File: src/rtl/serdes_pkg.sv
// Shared types and Hamming helpers for the serdes link: parity sizing,
// frame length and the encode/decode functions used by both ends of the line.
package serdes_pkg;

    localparam int MAX_W   = 32;
    localparam int MAX_P   = 6;
    localparam int MAX_N   = MAX_W + MAX_P;

    typedef logic [MAX_W-1:0] word_t;
    typedef logic [MAX_N-1:0] code_t;

    typedef enum logic {SER_IDLE, SER_SHIFT} ser_state_t;
    typedef enum logic {DES_IDLE, DES_RECV} des_state_t;

    function automatic int parity_count(input int dw);
        int p;
        p = 0;
        while ((1 << p) < dw + p + 1) p++;
        return p;
    endfunction

    function automatic int n_bits(input int dw, input int ecc);
        return (ecc != 0) ? dw + parity_count(dw) : dw;
    endfunction

    // Codeword bit (pos-1) holds Hamming position pos; parity sits at powers of two.
    function automatic code_t hamming_encode(input word_t d, input int n);
        code_t cw;
        int j;
        logic par;
        cw = '0;
        j  = 0;
        for (int pos = 1; pos <= MAX_N; pos++) begin
            if (pos <= n && (pos & (pos - 1)) != 0) begin
                cw[pos-1] = d[j];
                j++;
            end
        end
        for (int i = 0; i < MAX_P; i++) begin
            par = 1'b0;
            for (int pos = 1; pos <= MAX_N; pos++) begin
                if (pos <= n && (pos & (1 << i)) != 0) par ^= cw[pos-1];
            end
            if ((1 << i) <= n) cw[(1 << i) - 1] = par;
        end
        return cw;
    endfunction

    function automatic word_t hamming_decode(input code_t cw_in, input int n);
        code_t cw;
        word_t d;
        int syn;
        int j;
        cw  = cw_in;
        syn = 0;
        for (int pos = 1; pos <= MAX_N; pos++) begin
            if (pos <= n && cw[pos-1]) syn ^= pos;
        end
        if (syn != 0 && syn <= n) cw[syn-1] = ~cw[syn-1];
        d = '0;
        j = 0;
        for (int pos = 1; pos <= MAX_N; pos++) begin
            if (pos <= n && (pos & (pos - 1)) != 0) begin
                d[j] = cw[pos-1];
                j++;
            end
        end
        return d;
    endfunction

    function automatic code_t frame_encode(input word_t d, input int n, input int ecc);
        return (ecc != 0) ? hamming_encode(d, n) : code_t'(d);
    endfunction

    function automatic word_t frame_decode(input code_t cw, input int n, input int ecc);
        return (ecc != 0) ? hamming_decode(cw, n) : cw[MAX_W-1:0];
    endfunction

endpackage

File: src/rtl/serdes_fifo.sv
// Synchronous show-ahead FIFO with a registered occupancy count driving full/empty.
module serdes_fifo #(
    parameter int DATA_WIDTH = 8,
    parameter int FIFO_DEPTH = 16
) (
    input  logic                  clk,
    input  logic                  rst,
    input  logic                  wr_en,
    input  logic [DATA_WIDTH-1:0] wr_data,
    input  logic                  rd_en,
    output logic [DATA_WIDTH-1:0] rd_data,
    output logic                  full,
    output logic                  empty
);

    localparam int PTR_W = $clog2(FIFO_DEPTH);
    localparam int CNT_W = PTR_W + 1;

    logic [DATA_WIDTH-1:0] mem [FIFO_DEPTH];
    logic [PTR_W-1:0]      wr_ptr;
    logic [PTR_W-1:0]      rd_ptr;
    logic [CNT_W-1:0]      count;

    always_ff @(posedge clk) begin
        if (wr_en) mem[wr_ptr] <= wr_data;
    end

    always_ff @(posedge clk) begin
        if (rst) begin
            wr_ptr <= '0;
            rd_ptr <= '0;
            count  <= '0;
        end else begin
            if (wr_en) wr_ptr <= wr_ptr + 1'b1;
            if (rd_en) rd_ptr <= rd_ptr + 1'b1;
            case ({wr_en, rd_en})
                2'b10:   count <= count + 1'b1;
                2'b01:   count <= count - 1'b1;
                default: count <= count;
            endcase
        end
    end

    assign rd_data = mem[rd_ptr];
    assign full    = (count == CNT_W'(FIFO_DEPTH));
    assign empty   = (count == '0);

endmodule

File: src/rtl/serdes.sv
// Loopback serdes: FIFO-buffered words are framed (start bit + optional Hamming
// codeword) onto an internal serial line and recovered by a receiver FSM.
module serdes
    import serdes_pkg::*;
#(
    parameter int DATA_WIDTH = 8,
    parameter int FIFO_DEPTH = 16,
    parameter int HAS_ECC    = 0
) (
    input  logic                  clk_i,
    input  logic                  rst_n_i,
    input  logic [DATA_WIDTH-1:0] parallel_in_i,
    input  logic                  valid_in_i,
    output logic                  ready_out_o,
    output logic [DATA_WIDTH-1:0] parallel_out_o,
    output logic                  valid_out_o,
    output logic                  fifo_full_o,
    output logic                  fifo_empty_o
);

    localparam int N_BITS = n_bits(DATA_WIDTH, HAS_ECC);
    localparam int CNT_W  = $clog2(N_BITS + 1);

    logic                  push;
    logic                  pop;
    logic [DATA_WIDTH-1:0] fifo_rdata;

    ser_state_t            ser_state;
    logic [N_BITS-1:0]     ser_sreg;
    logic [CNT_W-1:0]      ser_cnt;
    logic                  ser_q;
    logic                  ser_line;

    des_state_t            des_state;
    logic [N_BITS-1:0]     des_sreg;
    logic [CNT_W-1:0]      des_cnt;
    logic                  frame_vld_p0;

    assign ready_out_o = !fifo_full_o && !rst_n_i;
    assign push        = valid_in_i && ready_out_o;
    assign pop         = (ser_state == SER_IDLE) && !fifo_empty_o;
    assign ser_line    = ser_q;

    serdes_fifo #(
        .DATA_WIDTH (DATA_WIDTH),
        .FIFO_DEPTH (FIFO_DEPTH)
    ) u_fifo (
        .clk     (clk_i),
        .rst     (rst_n_i),
        .wr_en   (push),
        .wr_data (parallel_in_i),
        .rd_en   (pop),
        .rd_data (fifo_rdata),
        .full    (fifo_full_o),
        .empty   (fifo_empty_o)
    );

    // Transmit: start bit, then codeword LSB (position 1) first.
    always_ff @(posedge clk_i) begin
        if (rst_n_i) begin
            ser_state <= SER_IDLE;
            ser_cnt   <= '0;
            ser_q     <= 1'b0;
        end else begin
            case (ser_state)
                SER_IDLE: begin
                    if (!fifo_empty_o) begin
                        ser_sreg  <= N_BITS'(frame_encode(word_t'(fifo_rdata), N_BITS, HAS_ECC));
                        ser_q     <= 1'b1;
                        ser_cnt   <= '0;
                        ser_state <= SER_SHIFT;
                    end else begin
                        ser_q <= 1'b0;
                    end
                end
                SER_SHIFT: begin
                    ser_q    <= ser_sreg[0];
                    ser_sreg <= ser_sreg >> 1;
                    ser_cnt  <= ser_cnt + 1'b1;
                    if (ser_cnt == CNT_W'(N_BITS - 1)) ser_state <= SER_IDLE;
                end
                default: ser_state <= SER_IDLE;
            endcase
        end
    end

    // Receive: stage p0 flags a complete frame, the output stage decodes it.
    always_ff @(posedge clk_i) begin
        if (rst_n_i) begin
            des_state      <= DES_IDLE;
            des_cnt        <= '0;
            frame_vld_p0   <= 1'b0;
            valid_out_o    <= 1'b0;
            parallel_out_o <= '0;
        end else begin
            frame_vld_p0 <= 1'b0;
            valid_out_o  <= frame_vld_p0;
            if (frame_vld_p0)
                parallel_out_o <= DATA_WIDTH'(frame_decode(code_t'(des_sreg), N_BITS, HAS_ECC));
            case (des_state)
                DES_IDLE: begin
                    if (ser_line) begin
                        des_cnt   <= '0;
                        des_state <= DES_RECV;
                    end
                end
                DES_RECV: begin
                    des_sreg <= (des_sreg >> 1) | (N_BITS'(ser_line) << (N_BITS - 1));
                    des_cnt  <= des_cnt + 1'b1;
                    if (des_cnt == CNT_W'(N_BITS - 1)) begin
                        des_state    <= DES_IDLE;
                        frame_vld_p0 <= 1'b1;
                    end
                end
                default: des_state <= DES_IDLE;
            endcase
        end
    end

endmodule

File: config.mk
export PLATFORM = sky130hd
export DESIGN_NAME = serdes
export DESIGN_NICKNAME = d
export VERILOG_FILES = /design/src/rtl/serdes_pkg.sv /design/src/rtl/serdes_fifo.sv /design/src/rtl/serdes.sv
export SDC_FILE = /design/constraint.sdc
export NUM_CORES = 1
export LEC_CHECK = 0
export CAP_MARGIN = 20
export CORE_MARGIN = 1
export CORE_UTILIZATION = 50
export DETAILED_ROUTE_END_ITERATION = 7
export PLACE_DENSITY = 0.67
export SKIP_LAST_GASP = 1
export SYNTH_ARGS = -nofsm -noshare
export SYNTH_HDL_FRONTEND = slang
export SYNTH_SLANG_ARGS = --single-unit
File: constraint.sdc
create_clock -name clk_i -period 5.8 [get_ports clk_i]
set_input_delay 1.74 -clock clk_i [delete_from_list [all_inputs] [get_ports clk_i]]
set_output_delay 1.74 -clock clk_i [all_outputs]
set_load 0.05 [all_outputs]
# ---- After elaboration in Yosys (flattened, before gate mapping)
# Memory sizes are Yosys's and may differ from the RTL's. A register that Yosys moved wholly into a read port is not among the register bits.
# Cells that the tools add are included.
dict set report totals {
  inputBits 11
  latchBits 0
  ram_bits 128
  memories 1
  register_bits 50
  output_inout_bits 12
  romBits 0
}
# memory depth width rd rd_ports_with_merged_regs wr line_no
set memory_table {}
lappend memory_table {u_fifo.mem 16 8 1 1 1 serdes_fifo.sv:19} ;# logic [DATA_WIDTH-1:0] mem [FIFO_DEPTH];
dict set report op_classes {
  eq_ne 7
  add_sub_neg 6
  order_cmp 0
  mux 19
  n_bitwise 4
  shift 0
  multipliers 0
  reduce_logical 11
  n_div 0
}
# cell n
set ops {}
lappend ops {{adder 4 x 1 -> 4 bit (second input constant)} 4}
lappend ops {{two-way mux 4 bit} 4}
lappend ops {{one-hot mux 4 bit (2 select lines)} 2}
lappend ops {{one-hot mux 8 bit (2 select lines)} 1}
lappend ops {{one-hot mux 5 bit (2 select lines)} 1}
lappend ops {{equality test 4 x 3 -> 1 bit (second input constant)} 2}
lappend ops {{two-way mux 8 bit} 1}
lappend ops {{bitwise OR 7 x 8 -> 8 bit} 1}
lappend ops {{two-way mux 1 bit} 7}
lappend ops {{one-hot mux 1 bit (2 select lines)} 3}
lappend ops {{adder 5 x 1 -> 5 bit (second input constant)} 1}
lappend ops {{equality test 5 bit (second input constant)} 1}
lappend ops {{logical NOT 5 bit} 1}
lappend ops {{subtractor 5 x 1 -> 5 bit (second input constant)} 1}
lappend ops {{inequality test 2 bit (second input constant)} 2}
lappend ops {{AND reduction 2 bit} 2}
lappend ops {{logical AND 1 bit} 3}
lappend ops {{logical NOT 1 bit} 3}
lappend ops {{inverter 1 bit} 3}
lappend ops {{equality test 2 x 1 -> 1 bit (second input constant)} 1}
lappend ops {{equality test 2 bit (second input constant)} 1}
lappend ops {{nonzero test 2 bit} 1}
lappend ops {{OR reduction 2 bit} 1}

# ---- Longest topological paths before layout
dict set report depth {
  word_depth 6
  depth_mapped 12
  mapped_depth_nobuf 10
}

# ---- Modules after synthesis
# Synthesis repeated with hierarchy kept, for this count alone.
dict set report unflattened {
  cells_unflattened 426
  hier_area_um2 7214.4
}
# module area_per_inst_um2 seq_area_each_um2 cells_each n_inst
set modules_own_cells {}
lappend modules_own_cells {serdes_fifo 5814.3 4184.0 313 1}
lappend modules_own_cells {serdes 1400.1 900.9 113 1}

# ---- Worst setup path after synthesis
# No wires, ideal clock.
dict set report synth_path {
  kind {input-to-output}
  startpoint {input port rst_n_i}
  endpoint {output port ready_out_o}
  arrival_time_ns 2.807
  path_stages 3
  n_path_buf 2
  required_ns 4.060
  setup_slack_ns 1.253
  cell_sequence {clkbuf_1 > clkbuf_1 > nor2_1}
}
dict set report synth_via {
  elab_chain_len 2
}
# item line_no
set synth_lines {}
lappend synth_lines {{start: declaration} serdes.sv:11} ;# input logic rst_n_i,
lappend synth_lines {{logical NOT 1 bit} serdes.sv:39} ;# assign ready_out_o = !fifo_full_o && !rst_n_i;
lappend synth_lines {{logical AND 1 bit} serdes.sv:39}
lappend synth_lines {{end: declaration} serdes.sv:14} ;# output logic ready_out_o,
# No other way between the ends.

# ---- Final worst setup path
# Ends and elaborated chain as after synthesis.

==> impl_metrics.tcl <==
set metrics [dict create \
    min_path_type "flip-flop to flip-flop" \
    synth_cells 424 \
    grt_setup_unrepaired "false" \
    cts-resized-gates 0 \
    cts-root-buf "clkbuf_16" \
    p_switching_mw 0.948 \
    path_class "primary input to output pin" \
    synthesis.nets 446 \
    slew_headroom_pct 39.2 \
    mostFrequentLayoutCells "edfxtp_1, dfxtp_1, nor2_1, mux4_2, clkdlybuf4s50_1" \
    synthAdderAreaFrac_pct 1.91 \
    cts_sinks 182 \
    finalHoldViolCount 0 \
    boundaryPins 23 \
    total_power_mw 3.44 \
    cpPeakStageDelay_ns 0.62 \
    timing.final.crit_share_pct 78.3 \
    ys_seq_area_share_pct 70.4 \
    intPower_mw 2.49 \
    area_growth_pct 13.0 \
    end_kind "output pin" \
    hold_ws_ns 0.450 \
    place_inst 606 \
    synth_compound_area_share_pct 5.27 \
    overflow 0 \
    first_pass_iters 4 \
    crit_fanout 11 \
    wl_um 13200 \
    slew_violations 0 \
    ys_seq_elements 182 \
    final_common_cell "edfxtp_1" \
    portBuffers 22 \
    place_congestion 0.832 \
    fin_crit_ns 4.54 \
    die_h_um 122 \
    postCtsSetupRepairBufs 0 \
    diodes 0 \
    row_count 43 \
    clock_latency_ns 0.42 \
    synth_top_family_by_area "multiplexers" \
    hpwl_um 8280 \
    numCtsBuffers 17 \
    async_reset_ff_share_pct 0 \
    clockBufferDepth 2 \
    critical_path_required_ns 4.06 \
    core_area_um2 14000 \
    final-setup-viol-count 0 \
    p_leak_nw 2.66 \
    arrival_ns 2.80 \
    die-width_um 122 \
    pwr-share-seq_pct 47.2 \
    die-area_um2 14900 \
    skew_ns 0.00761 \
    cts_tree "yes" \
    drcViolationCount 0 \
    final_cells 637 \
    synth_xor_area_share_pct 0.971 \
    final_nets 467 \
    synth_simple_gate_area_share_pct 6.03 \
    critPathLaunchType "primary input" \
    antenna_found_initial 0 \
    syn-cell-area_um2 7220 \
    wl_per_cell_um 20.7 \
    grt_max_degree 32 \
    p_comb_share_pct 20.3 \
    status "completed" \
    sw_frac_of_total_pct 27.6 \
    groute.usage.overall_pct 19.4 \
    ys_warn_count 0 \
    cts_max_level 4 \
    clockPowerShare_pct 32.5 \
    synthDistinctLibCells 51 \
    start_util_pct 51.6 \
    hold_buffers 0 \
    grt_pass1_wl_um 20400 \
    ys.flop_type "edfxtp_1" \
    synthMuxAreaShare_pct 13.2 \
    ir_drop_v 0.000269 \
    cap_violations 0 \
    tns_ns 0 \
    crit_slowest_cell "clkdlybuf4s50_1" \
    grt_pass1_vias 3719 \
    powerDensity_nw_per_um2 422 \
    synth.avg_cell_area_um2 17.0 \
    drtAntennaViolNets 0 \
    drt-initial-drc-count 357 \
    timing.fmax_ghz 0.220 \
    routed_via_density 5.73 \
    synth_edf_count 144 \
    clkTransAtPathRegs_ns 0.06 \
    drive_gt1_share_pct 14.7 \
    worst_slew_pin_slew_ns 0.911 \
    vias 3653 \
    path_cells "clkdlybuf4s50_1 > nor2_1 > buf_12" \
]
==> critical path, delay by kind of cell <==
kind | cells | cell delay [ns]
buffers and inverters | 2 | 0.79
and+or+nand+nor | 1 | 0.27
==> through the flow <==
| stage | utilization, % | cell area, µm² | worst slack (ns) |
|---|---|---|---|
| CTS | 58.3 | 8160 | 1.26 |
| global route | 58.3 | 8160 | 1.18 |
| detailed placement | 54.2 | 7590 | 1.11 |
| global placement | 54.2 | 7590 | 1.23 |
| floorplan | - | 7220 | 1.25 |
| finish | 58.3 | 8160 | 1.26 |
==> final timing paths <==
check	startpoint	to	slack [ns]	cells after the start
setup / recovery	rst_n_i	ready_out_o	1.26	3
hold / removal	ser_sreg[0]	ser_line	0.45	1
setup reg to reg	u_fifo.count[1]	u_fifo.count[4]	2.83	10
hold reg to reg	ser_sreg[0]	ser_line	0.45	1
==> metal layers <==
layer	vias to the layer above	wire length [µm]	GRT usage [%]
met5	-	0	0
met4	0	261	7.24
met3	20	675	4.54
met2	93	6480	31.6
li1	1696	-	-
met1	1844	5750	25.3
==> kinds of logic after synthesis <==
logic type | Yosys count
mux | 53
flops | 182
simple gates | 81
fa+ha+maj | 11
xor+xnor | 8
compound gates | 54
buf+inv | 35
==> cell type report <==
type	instances	area, µm²
clock buffers	19	433
clock inverters	12	136
fillers	1051	5830
inverters	12	45.0
multi-input cells	207	1980
flip-flops and latches	182	5080
well taps	180	225
repair buffers	25	253
==> synthesized netlist by cell type, types with 5 or more instances <==
cell        n  area, µm²
edfxtp_1  144       4320
dfxtp_1    38        761
mux4_2     30        676
nor2_1     30        113
mux2i_1    19        190
a21oi_1    17       85.1
and2_1     13       81.3
clkbuf_1   11       41.3
ha_1       11        138
inv_1      10       37.5
buf_2       9       45.0
a21o_1      8       60.1
nand2_1     7       26.3
o221ai_1    7       61.3
nand3_1     5       25.0
xor2_1      5       43.8
==> registers in the layout, indices dropped and copies added (netlist names), named ones only <==
signal / cells
ser_line: 1
u_fifo.count: 5
u_fifo.mem: 128
parallel_out_o: 8
frame_vld_p0: 1
ser_cnt: 4
u_fifo.wr_ptr: 4
des_cnt: 4
ser_state: 1
des_sreg: 8
valid_out_o: 1
ser_sreg: 8
u_fifo.rd_ptr: 4
des_state: 1
==> power by group through the flow <==
stage | Combinational, mW | Clock, mW | Sequential [mW]
after floorplan | 0.593 | 0 | 1.59
after global placement | 0.686 | 0 | 1.64
after detailed placement | 0.705 | 0 | 1.65
after CTS | 0.705 | 1.13 | 1.62
after global routing | 0.776 | 1.18 | 1.64
final | 0.700 | 1.12 | 1.62
Power figures use the tool's default switching activity.
